==> config.mk <==
export PLATFORM = sky130hd
export DESIGN_NAME = mips_multicycle_ctrl_flat
export DESIGN_NICKNAME = d
export VERILOG_FILES = /design/src/rtl/mips_multicycle_ctrl_if.sv /design/src/rtl/mips_multicycle_ctrl.sv /design/src/flat_wrapper.sv
export SDC_FILE = /design/constraint.sdc
export NUM_CORES = 1
export LEC_CHECK = 0
export BUFFER_PORTS_ARGS = -buffer_cell sky130_fd_sc_hd__buf_4
export CORE_MARGIN = 10
export CORE_UTILIZATION = 44
export CTS_BUF_LIST = sky130_fd_sc_hd__clkbuf_4
export CTS_CLUSTER_DIAMETER = 200
export CTS_CLUSTER_SIZE = 25
export DETAILED_ROUTE_END_ITERATION = 6
export PLACE_DENSITY = 0.92
export SLEW_MARGIN = 10
export SYNTH_ARGS = -nofsm -noshare
export SYNTH_HDL_FRONTEND = slang
export SYNTH_SLANG_ARGS = --single-unit
==> constraint.sdc <==
create_clock -name clk -period 1.8 [get_ports clk]
set_input_delay 0.54 -clock clk [delete_from_list [all_inputs] [get_ports clk]]
set_output_delay 0.54 -clock clk [all_outputs]
set_load 0.03 [all_outputs]
==> src/rtl/mips_multicycle_ctrl_if.sv <==
// Control/status bundle between the multicycle MIPS control FSM (master)
// and the datapath (slave).
interface mips_multicycle_ctrl_if #(
    parameter int unsigned ALUC_W = 4
);
    logic [5:0]        op;
    logic [5:0]        funct;
    logic              zero;
    logic              mem_ready;
    logic              pcen;
    logic              memwrite;
    logic              irwrite;
    logic              regwrite;
    logic              alusrca;
    logic [1:0]        alusrcb;
    logic              iord;
    logic              memtoreg;
    logic              regdst;
    logic [1:0]        pcsrc;
    logic [ALUC_W-1:0] alucontrol;
    logic              instr_done;
    logic              illegal_op;

    modport master (
        input  op, funct, zero, mem_ready,
        output pcen, memwrite, irwrite, regwrite, alusrca, alusrcb, iord,
               memtoreg, regdst, pcsrc, alucontrol, instr_done, illegal_op
    );

    modport slave (
        output op, funct, zero, mem_ready,
        input  pcen, memwrite, irwrite, regwrite, alusrca, alusrcb, iord,
               memtoreg, regdst, pcsrc, alucontrol, instr_done, illegal_op
    );
endinterface

==> src/rtl/mips_multicycle_ctrl.sv <==
// Moore control FSM for the multicycle MIPS datapath.
// Optional `MIPS_MC_BNE_EN adds bne (opcode 000101) through the BRANCH state.
module mips_multicycle_ctrl #(
    parameter int unsigned ALUC_W       = 4,
    parameter bit          USE_MEMREADY = 1'b1
) (
    input  logic                  clk,
    input  logic                  reset,
    mips_multicycle_ctrl_if.master bus
);
    localparam logic [5:0] OP_RTYPE = 6'b000000;
    localparam logic [5:0] OP_LW    = 6'b100011;
    localparam logic [5:0] OP_SW    = 6'b101011;
    localparam logic [5:0] OP_BEQ   = 6'b000100;
    localparam logic [5:0] OP_ADDI  = 6'b001000;
    localparam logic [5:0] OP_J     = 6'b000010;
    localparam logic [5:0] OP_BNE   = 6'b000101;

    localparam logic [3:0] ALU_AND = 4'b0000;
    localparam logic [3:0] ALU_OR  = 4'b0001;
    localparam logic [3:0] ALU_ADD = 4'b0010;
    localparam logic [3:0] ALU_SUB = 4'b0110;
    localparam logic [3:0] ALU_SLT = 4'b0111;
    localparam logic [3:0] ALU_NOR = 4'b1100;

    typedef enum logic [3:0] {
        S_FETCH, S_DECODE, S_MEMADR, S_MEMRD, S_MEMWB, S_MEMWR,
        S_EXEC, S_ALUWB, S_BRANCH, S_ADDIEX, S_ADDIWB, S_JUMP
    } state_t;

    state_t     state, state_n;
    logic       rdy;
    logic       br_take;
    logic [3:0] aluc;
    logic       pcen, memwrite, irwrite, regwrite, alusrca, iord;
    logic       memtoreg, regdst, instr_done, illegal_op;
    logic [1:0] alusrcb, pcsrc;

    assign rdy = USE_MEMREADY ? bus.mem_ready : 1'b1;

`ifdef MIPS_MC_BNE_EN
    assign br_take = (bus.op == OP_BNE) ? ~bus.zero : bus.zero;
`else
    assign br_take = bus.zero;
`endif

    function automatic logic [3:0] funct_alu(input logic [5:0] f);
        case (f)
            6'b100000: funct_alu = ALU_ADD;
            6'b100010: funct_alu = ALU_SUB;
            6'b100100: funct_alu = ALU_AND;
            6'b100101: funct_alu = ALU_OR;
            6'b101010: funct_alu = ALU_SLT;
            6'b100111: funct_alu = ALU_NOR;
            default:   funct_alu = ALU_ADD;
        endcase
    endfunction

    always_ff @(posedge clk) begin
        if (reset) state <= S_FETCH;
        else       state <= state_n;
    end

    // Next state plus Moore decode; FETCH/MEMWR/BRANCH qualify strobes with inputs.
    always_comb begin
        state_n    = state;
        pcen       = 1'b0;
        memwrite   = 1'b0;
        irwrite    = 1'b0;
        regwrite   = 1'b0;
        alusrca    = 1'b0;
        alusrcb    = 2'b00;
        iord       = 1'b0;
        memtoreg   = 1'b0;
        regdst     = 1'b0;
        pcsrc      = 2'b00;
        aluc       = ALU_ADD;
        instr_done = 1'b0;
        illegal_op = 1'b0;
        case (state)
            S_FETCH: begin
                alusrcb = 2'b01;
                irwrite = rdy;
                pcen    = rdy;
                if (rdy) state_n = S_DECODE;
            end
            S_DECODE: begin
                alusrcb = 2'b11;
                case (bus.op)
                    OP_LW, OP_SW: state_n = S_MEMADR;
                    OP_RTYPE:     state_n = S_EXEC;
                    OP_BEQ:       state_n = S_BRANCH;
`ifdef MIPS_MC_BNE_EN
                    OP_BNE:       state_n = S_BRANCH;
`endif
                    OP_ADDI:      state_n = S_ADDIEX;
                    OP_J:         state_n = S_JUMP;
                    default: begin
                        state_n    = S_FETCH;
                        illegal_op = 1'b1;
                    end
                endcase
            end
            S_MEMADR: begin
                alusrca = 1'b1;
                alusrcb = 2'b10;
                state_n = (bus.op == OP_SW) ? S_MEMWR : S_MEMRD;
            end
            S_MEMRD: begin
                iord = 1'b1;
                if (rdy) state_n = S_MEMWB;
            end
            S_MEMWB: begin
                memtoreg   = 1'b1;
                regwrite   = 1'b1;
                instr_done = 1'b1;
                state_n    = S_FETCH;
            end
            S_MEMWR: begin
                iord       = 1'b1;
                memwrite   = 1'b1;
                instr_done = rdy;
                if (rdy) state_n = S_FETCH;
            end
            S_EXEC: begin
                alusrca = 1'b1;
                aluc    = funct_alu(bus.funct);
                state_n = S_ALUWB;
            end
            S_ALUWB: begin
                regdst     = 1'b1;
                regwrite   = 1'b1;
                instr_done = 1'b1;
                state_n    = S_FETCH;
            end
            S_BRANCH: begin
                alusrca    = 1'b1;
                aluc       = ALU_SUB;
                pcsrc      = 2'b01;
                pcen       = br_take;
                instr_done = 1'b1;
                state_n    = S_FETCH;
            end
            S_ADDIEX: begin
                alusrca = 1'b1;
                alusrcb = 2'b10;
                state_n = S_ADDIWB;
            end
            S_ADDIWB: begin
                regwrite   = 1'b1;
                instr_done = 1'b1;
                state_n    = S_FETCH;
            end
            S_JUMP: begin
                pcsrc      = 2'b10;
                pcen       = 1'b1;
                instr_done = 1'b1;
                state_n    = S_FETCH;
            end
            default: state_n = S_FETCH;
        endcase
    end

    assign bus.pcen       = pcen;
    assign bus.memwrite   = memwrite;
    assign bus.irwrite    = irwrite;
    assign bus.regwrite   = regwrite;
    assign bus.alusrca    = alusrca;
    assign bus.alusrcb    = alusrcb;
    assign bus.iord       = iord;
    assign bus.memtoreg   = memtoreg;
    assign bus.regdst     = regdst;
    assign bus.pcsrc      = pcsrc;
    assign bus.alucontrol = ALUC_W'(aluc);
    assign bus.instr_done = instr_done;
    assign bus.illegal_op = illegal_op;
endmodule

==> src/flat_wrapper.sv <==
// flat-port wrapper written by rule: the top's interface ports become plain ports
module mips_multicycle_ctrl_flat 
#(
    parameter int unsigned ALUC_W       = 4,
    parameter bit          USE_MEMREADY = 1'b1
)
  (clk, reset, bus_op, bus_funct, bus_zero, bus_mem_ready, bus_pcen, bus_memwrite, bus_irwrite, bus_regwrite, bus_alusrca, bus_alusrcb, bus_iord, bus_memtoreg, bus_regdst, bus_pcsrc, bus_alucontrol, bus_instr_done, bus_illegal_op);
  mips_multicycle_ctrl_if #(.ALUC_W(ALUC_W)) bus_i ();
  input  logic clk;
  input  logic reset;
  input wire logic [$bits(bus_i.op)-1:0] bus_op;
  input wire logic [$bits(bus_i.funct)-1:0] bus_funct;
  input wire logic [$bits(bus_i.zero)-1:0] bus_zero;
  input wire logic [$bits(bus_i.mem_ready)-1:0] bus_mem_ready;
  output wire logic [$bits(bus_i.pcen)-1:0] bus_pcen;
  output wire logic [$bits(bus_i.memwrite)-1:0] bus_memwrite;
  output wire logic [$bits(bus_i.irwrite)-1:0] bus_irwrite;
  output wire logic [$bits(bus_i.regwrite)-1:0] bus_regwrite;
  output wire logic [$bits(bus_i.alusrca)-1:0] bus_alusrca;
  output wire logic [$bits(bus_i.alusrcb)-1:0] bus_alusrcb;
  output wire logic [$bits(bus_i.iord)-1:0] bus_iord;
  output wire logic [$bits(bus_i.memtoreg)-1:0] bus_memtoreg;
  output wire logic [$bits(bus_i.regdst)-1:0] bus_regdst;
  output wire logic [$bits(bus_i.pcsrc)-1:0] bus_pcsrc;
  output wire logic [$bits(bus_i.alucontrol)-1:0] bus_alucontrol;
  output wire logic [$bits(bus_i.instr_done)-1:0] bus_instr_done;
  output wire logic [$bits(bus_i.illegal_op)-1:0] bus_illegal_op;
  assign bus_i.op = bus_op;
  assign bus_i.funct = bus_funct;
  assign bus_i.zero = bus_zero;
  assign bus_i.mem_ready = bus_mem_ready;
  assign bus_pcen = bus_i.pcen;
  assign bus_memwrite = bus_i.memwrite;
  assign bus_irwrite = bus_i.irwrite;
  assign bus_regwrite = bus_i.regwrite;
  assign bus_alusrca = bus_i.alusrca;
  assign bus_alusrcb = bus_i.alusrcb;
  assign bus_iord = bus_i.iord;
  assign bus_memtoreg = bus_i.memtoreg;
  assign bus_regdst = bus_i.regdst;
  assign bus_pcsrc = bus_i.pcsrc;
  assign bus_alucontrol = bus_i.alucontrol;
  assign bus_instr_done = bus_i.instr_done;
  assign bus_illegal_op = bus_i.illegal_op;
  mips_multicycle_ctrl #(.ALUC_W(ALUC_W), .USE_MEMREADY(USE_MEMREADY)) u_core (.clk(clk), .reset(reset), .bus(bus_i));
endmodule
==> results.json, run 1 <==
{
  "run_status": "aborted with a tool error",
  "failing_step": "clock tree synthesis (4_1_cts)",
  "error_line": "[ERROR DPL-0033] detailed placement checks failed during check placement.",
  "yosys.area.top_type": "dfxtp_1",
  "cts_sinks": 4,
  "yosys_warnings": 0,
  "synth.cell_area_sq_um": 591,
  "synth.ff_latch_count": 4,
  "synth.top_cell.area_share": 0.136,
  "async_flop_share": 0,
  "avgSynthCellArea_sq_um": 6.87,
  "portBuffers": 33,
  "synth_fp_nets": 102,
  "cts-htree-levels": 1,
  "synthFlopType": "dfxtp_1",
  "synth_cell_types": 39,
  "clockBufferDepth": 2,
  "yosysSeqAreaShare": 0.136,
  "hpwl_um": 1960,
  "synth-edff-count": 0,
  "cts_resized": 44,
  "root_buffer": "clkbuf_4",
  "synth_top_family_by_area": "simple AND/OR/NAND/NOR gates",
  "initial_core_util": 0.460,
  "synth_fa_ha_area_frac": 0,
  "post_cts_buffers": 9,
  "synth-compound-area-share": 0.303,
  "synthMuxAreaShare": 0.0169,
  "die_h_um": 56.6,
  "ios": 34,
  "die_x_um": 56.6,
  "cts_buffers": 3,
  "netlist_instances": 86,
  "placed_cell_area_sq_um": 1000,
  "place_congestion": 0.942,
  "num_rows": 13,
  "yosys-top-cells-area": "dfxtp_1, nor2_1, nand2b_1",
  "cts_hold_buf": 0,
  "synthSimpleGateAreaFrac": 0.447,
  "synth-xor-area-share": 0.0297
}
cell families after synthesis:
| logic type | Yosys count |
|---|---|
| AO/OA/AOI/OAI | 25 |
| buffers and inverters | 7 |
| XOR/XNOR | 2 |
| flip-flops | 4 |
| multiplexers | 1 |
| AND/OR/NAND/NOR | 47 |
synth_stat cells, types with 2 or more instances:
library cell	count
o21ai_0	4
nor3_1	7
dfxtp_1	4
nand2_1	4
a31oi_1	2
a211oi_1	2
nor2b_1	4
and3_1	3
a21oi_1	5
nor2_1	12
nand3b_1	2
o211ai_1	2
nand2b_1	6
buf_2	4
metrics by stage:
stage / cells / hold WS [ns] / utilization / setup WS, ns
after floorplan: 86 / 0.573 / - / -0.0788
after global placement: 149 / 0.656 / 0.778 / -0.150
after detailed placement: 149 / 0.682 / 0.778 / -0.267
==> run 2, diff against run 1 <==
--- a/config.mk
+++ b/config.mk
@@ -6,13 +6,10 @@
 export NUM_CORES = 1
 export LEC_CHECK = 0
 export BUFFER_PORTS_ARGS = -buffer_cell sky130_fd_sc_hd__buf_4
-export CORE_MARGIN = 10
-export CORE_UTILIZATION = 44
-export CTS_BUF_LIST = sky130_fd_sc_hd__clkbuf_4
-export CTS_CLUSTER_DIAMETER = 200
-export CTS_CLUSTER_SIZE = 25
+export CORE_AREA = 10 10 71 73
 export DETAILED_ROUTE_END_ITERATION = 6
-export PLACE_DENSITY = 0.92
+export DIE_AREA = 0 0 81 83
+export PLACE_DENSITY_LB_ADDON = 0.15
 export SLEW_MARGIN = 10
 export SYNTH_ARGS = -nofsm -noshare
 export SYNTH_HDL_FRONTEND = slang
==> run 2 against run 1 <==
The flow now finishes, with violations (setup timing). Synthesized area unchanged. Synthesized cell count unchanged.
==> results.json, run 2 <==
{
  "run_status": "finished with violations",
  "violations": "setup timing",
  "relSlewSlack": 0.810,
  "antenna_found_initial": 0,
  "setup_viol": 5,
  "gr-total-overflow": 0,
  "place_ws_ns": -0.197,
  "grt_pass1_wl_um": 4350,
  "critical-path-top-delay-family": "buffers and inverters",
  "async_flop_share": 0,
  "clk_latency_ns": 0.22,
  "initial_core_util": 0.163,
  "placed_cell_area_sq_um": 1090,
  "netlist_instances": 86,
  "fin_crit_sh": 1.07,
  "yosys.area.top_type": "dfxtp_1",
  "drtIter0Drc": 29,
  "portBuffers": 33,
  "cp-start-kind": "input port",
  "skew_ns": 0.00351,
  "drt_first_pass_iters": 4,
  "combPwrFrac": 0.418,
  "synth.most_common_cell": "nor2_1",
  "yosys-top-cells-count": "nor2_1, nor3_1, nand2b_1, a21oi_1",
  "routed_wl_um": 2730,
  "arrival_ns": 1.38,
  "grt_pass1_vias": 945,
  "slew_viol_final": 0,
  "synth.ff_latch_count": 4,
  "ios": 34,
  "min_period_ns": 1.92,
  "drcViolationCount": 0,
  "synth_cell_types": 39,
  "path_buf_inv": 2,
  "avgSynthCellArea_sq_um": 6.87,
  "required_ns": 1.26,
  "dieArea_sq_um": 6720,
  "root_buffer": "clkbuf_8",
  "synthFlopType": "dfxtp_1",
  "end_kind": "output port",
  "cts_hold_buf": 0,
  "swShare": 0.296,
  "grt_use_total": 0.0791,
  "place_congestion": 0.844,
  "num_antenna_cells": 0,
  "hpwl_um": 2060,
  "num_rows": 22,
  "top_register": "u_core.state",
  "timing.fmax_mhz": 521,
  "layout_common_cells": "buf_4, buf_6, nor2_1, nand2b_4, dfxtp_4",
  "cp_common_cell": "buf_6",
  "die_h_um": 83,
  "cts-htree-levels": 1,
  "hold_viol": 0,
  "synth.top_cell.area_share": 0.136,
  "yosys-top-cells-area": "dfxtp_1, nor2_1, nand2b_1",
  "worstPathCellList": "buf_6 > xor2_1 > o211ai_1 > and3_1 > buf_6",
  "yosysSeqAreaShare": 0.136,
  "tritoncts": "yes",
  "crit_fanout": 3,
  "final_nets": 172,
  "ir_drop_v": 0.000318,
  "grt_start_max_net_pins": 10,
  "routed_via_density": 4.45,
  "rsz0062_at_grt": "yes",
  "p_leak_nw": 0.624,
  "yosys_warnings": 0,
  "synth.cell_area_sq_um": 591,
  "power.total_mw": 0.485,
  "cap_violations": 0,
  "path_clk_slew_ns": 0.03,
  "synth_fp_nets": 102,
  "die_x_um": 81,
  "min_path_type": "in2reg",
  "intPower_mw": 0.341,
  "p_sw_mw": 0.144,
  "drt-wirelength-per-cell_um": 13.5,
  "drive_above_1_share": 0.708,
  "worst_path_largest_cell_delay_ns": 0.24,
  "antenna_left": 0,
  "synth-edff-count": 0,
  "tightest_slew_ns": 0.284,
  "largest_reg_flops": 4,
  "areaGrowthSynthToFinish_pct": 147,
  "powerDensity_nw_per_um2": 332,
  "cts_buffers": 3,
  "via_count": 898,
  "clockBufferDepth": 2,
  "crit_type": "in2out",
  "cts_sinks": 4,
  "finalInstanceArea_sq_um": 1460,
  "clkPwrFrac": 0.392,
  "core_sq_um": 3630,
  "top_regs": "u_core.state: 4 flops",
  "worst_path_max_delay_cell": "o211ai_1",
  "final_common_cell": "buf_4",
  "setup_slack_ns": -0.118,
  "p_seq_frac": 0.190
}
[run 2: cell type report]
class | instances | area [sq um]
fillers | 379 | 2170
multi-input cells | 75 | 638
repair buffers | 71 | 623
flip-flops and latches | 4 | 95.1
well taps | 48 | 60.1
clock buffers | 3 | 41.3
inverters | 1 | 3.75
[run 2: cells by family after synthesis]
logic type	after synthesis	synth area share
and+or+nand+nor	47	0.447
AOI/OAI and AO/OA	25	0.303
buffers and inverters	7	0.0678
DFF	4	0.136
xor gates and xnor gates	2	0.0297
muxes	1	0.0169
[run 2: final timing paths]
| path | start | endpoint | slack [ns] | cells past startpoint |
|---|---|---|---|---|
| max reg2reg | u_core.state[2]$_SDFFE_PP0P_ | u_core.state[2]$_SDFFE_PP0P_ | 0.45 | 5 |
| max | bus_op[2] | bus_illegal_op | -0.12 | 5 |
| min | reset | u_core.state[3]$_SDFFE_PP0P_ | 0.54 | 2 |
| min reg2reg | u_core.state[3]$_SDFFE_PP0P_ | u_core.state[0]$_SDFFE_PP0P_ | 0.63 | 2 |
[run 2: stage by stage]
step	hold WS, ns	TNS (ns)	util	instances
finish	0.540	-0.254	0.402	202
global route	0.544	-0.694	0.402	202
CTS	0.535	-0.286	0.377	200
detailed placement	0.672	-0.530	0.301	189
global placement	0.672	-0.415	0.301	189
floorplan	0.573	-0.200	-	86
[run 2: power groups by stage]
stage / clock [mW] / combinational, mW / sequential [mW]
3_5_place_dp: 0 / 0.155 / 0.0961
5_1_grt: 0.204 / 0.217 / 0.0925
2_1_floorplan: 0 / 0.0652 / 0.0939
3_3_place_gp: 0 / 0.155 / 0.0962
6_report: 0.190 / 0.203 / 0.0922
4_1_cts: 0.195 / 0.190 / 0.0919
[run 2: repair_timing]
action,CTS,global route
resized for setup,47,19
setup endpoints to repair,15,12
buffers inserted,9,2
pin swaps,15,10
[run 2: per-layer routing]
| metal | track usage | routed length, um | vias to the layer above | part of all wire |
|---|---|---|---|---|
| met4 | 0.0344 | 58 | 0 | 0.021 |
| li1 | - | - | 456 | - |
| met5 | 0 | 0 | - | 0 |
| met2 | 0.134 | 1420 | 25 | 0.52 |
| met1 | 0.0830 | 1090 | 413 | 0.40 |
| met3 | 0.0313 | 165 | 4 | 0.060 |
Power figures use the tool's default switching activity.
==> run 3, diff against run 2 <==
==> constraint.sdc (replaced) <==
create_clock -name clk -period 1.8 [get_ports clk]
set_input_delay 0.36 -clock clk [delete_from_list [all_inputs] [get_ports clk]]
set_output_delay 0.36 -clock clk [all_outputs]
set_load 0.05 [all_outputs]
==> run 3 against run 2 <==
The run now ends clean. Critical path type is now reg2out. Critical endpoint is now bus_alucontrol[3]. Largest cell class unchanged. Critical path depth stayed put. Sequential share of layout area rose by 2.3 points. Final area shrank 28%. First-iteration DRC count is 120% higher. Non-clock buffer count decreased by 28.
==> results.json, run 3 (synthesized netlist as in run 2, its figures left out) <==
{
  "end_kind": "output port",
  "top_register": "u_core.state",
  "final_common_cell": "buf_4",
  "cts_buffers": 3,
  "relSlewSlack": 0.808,
  "portBuffers": 33,
  "drcViolationCount": 0,
  "cts-htree-levels": 1,
  "setup_viol": 0,
  "timing.fmax_mhz": 575,
  "die_h_um": 83,
  "cap_violations": 0,
  "ir_drop_v": 0.000194,
  "grt_start_max_net_pins": 14,
  "path_clk_slew_ns": 0.03,
  "cts_sinks": 4,
  "tightest_slew_ns": 0.287,
  "via_count": 792,
  "crit_fanout": 7,
  "fin_util": 0.291,
  "tritoncts": "yes",
  "routed_wl_um": 2370,
  "drt-wirelength-per-cell_um": 13.6,
  "grt_use_total": 0.0707,
  "run_status": "complete, no violations",
  "fin_crit_sh": 0.966,
  "drtIter0Drc": 65,
  "hpwl_um": 1950,
  "slew_viol_final": 0,
  "grt_pass1_vias": 780,
  "min_period_ns": 1.74,
  "arrival_ns": 1.38,
  "drt_first_pass_iters": 4,
  "top_regs": "u_core.state: 4 flops",
  "clockBufferDepth": 2,
  "layout_common_cells": "buf_4, nor2_1, nand2b_1",
  "powerDensity_nw_per_um2": 412,
  "required_ns": 1.44,
  "antenna_found_initial": 0,
  "min_path_type": "in2reg",
  "antenna_left": 0,
  "die_x_um": 81,
  "setup_slack_ns": 0.0607,
  "p_leak_nw": 0.429,
  "core_sq_um": 3630,
  "areaGrowthSynthToFinish_pct": 79.0,
  "num_rows": 22,
  "ff2ff_path_depth": 5,
  "cp-start-kind": "register",
  "final_nets": 144,
  "whs_path_depth": 2,
  "largest_reg_flops": 4,
  "place_congestion": 0.802,
  "root_buffer": "clkbuf_8",
  "rsz0062_at_grt": "no",
  "place_ws_ns": 0.0417,
  "crit_type": "reg2out",
  "skew_ns": 0.000385,
  "gr-total-overflow": 0,
  "drive_above_1_share": 0.532,
  "ios": 34,
  "routed_via_density": 4.55,
  "post_cts_buffers": 0,
  "hold_viol": 0,
  "clk_latency_ns": 0.22,
  "grt_pass1_wl_um": 3820,
  "num_antenna_cells": 0,
  "dieArea_sq_um": 6720,
  "initial_core_util": 0.163
}
==> run 3: worst paths after layout <==
kind / start / endpoint / slack (ns)
max: u_core.state[3]$_SDFFE_PP0P_ / bus_alucontrol[3] / 0.06
min: reset / u_core.state[1]$_SDFFE_PP0P_ / 0.34
max reg2reg: u_core.state[2]$_SDFFE_PP0P_ / u_core.state[2]$_SDFFE_PP0P_ / 0.44
min reg2reg: u_core.state[3]$_SDFFE_PP0P_ / u_core.state[0]$_SDFFE_PP0P_ / 0.62
==> run 3: power breakdown <==
| group | switching (mW) | internal, mW |
|---|---|---|
| clock network | 0.0525 | 0.143 |
| registers | 0.00504 | 0.0876 |
| logic | 0.0840 | 0.0632 |
==> run 3: area by class of cell <==
cell class,count,area [sq um]
fillers,414,2580
multi-input cells,75,533
repair buffers,43,327
flip-flops and latches,4,92.6
well taps,48,60.1
clock buffers,3,41.3
inverters,1,3.75
==> run 3: metal layers <==
metal,global-route usage,share of wire,wire length (um)
met5,0,0,0
met4,0.0485,0.037,87
met3,0.0226,0.072,171
met2,0.109,0.48,1140
met1,0.0795,0.41,971
==> run 3: what timing repair did <==
action	in CTS	in global routing
endpoints found under the setup margin	8	7
gates resized for setup	6	7
cloned	0	0
hold buffers	0	0
==> run 3: worst max-delay path: stages (launching register included) <==
cell,delay [ns]
dfxtp_4,0.36
nor2_2,0.15
nand3b_1,0.10
nor2_2,0.15
and4_1,0.23
buf_6,0.16
==> run 3: through the flow <==
| step | total power, mW | setup TNS (ns) | cells | hold WS, ns | area [sq um] |
|---|---|---|---|---|---|
| after floorplan | 0.174 | -0.222 | 86 | 0.429 | 632 |
| after global placement | 0.242 | 0 | 171 | 0.582 | 978 |
| after detailed placement | 0.242 | 0 | 171 | 0.576 | 978 |
| after CTS | 0.444 | 0 | 174 | 0.336 | 1030 |
| after global routing | 0.460 | 0 | 174 | 0.344 | 1060 |
| final | 0.435 | 0 | 174 | 0.338 | 1060 |
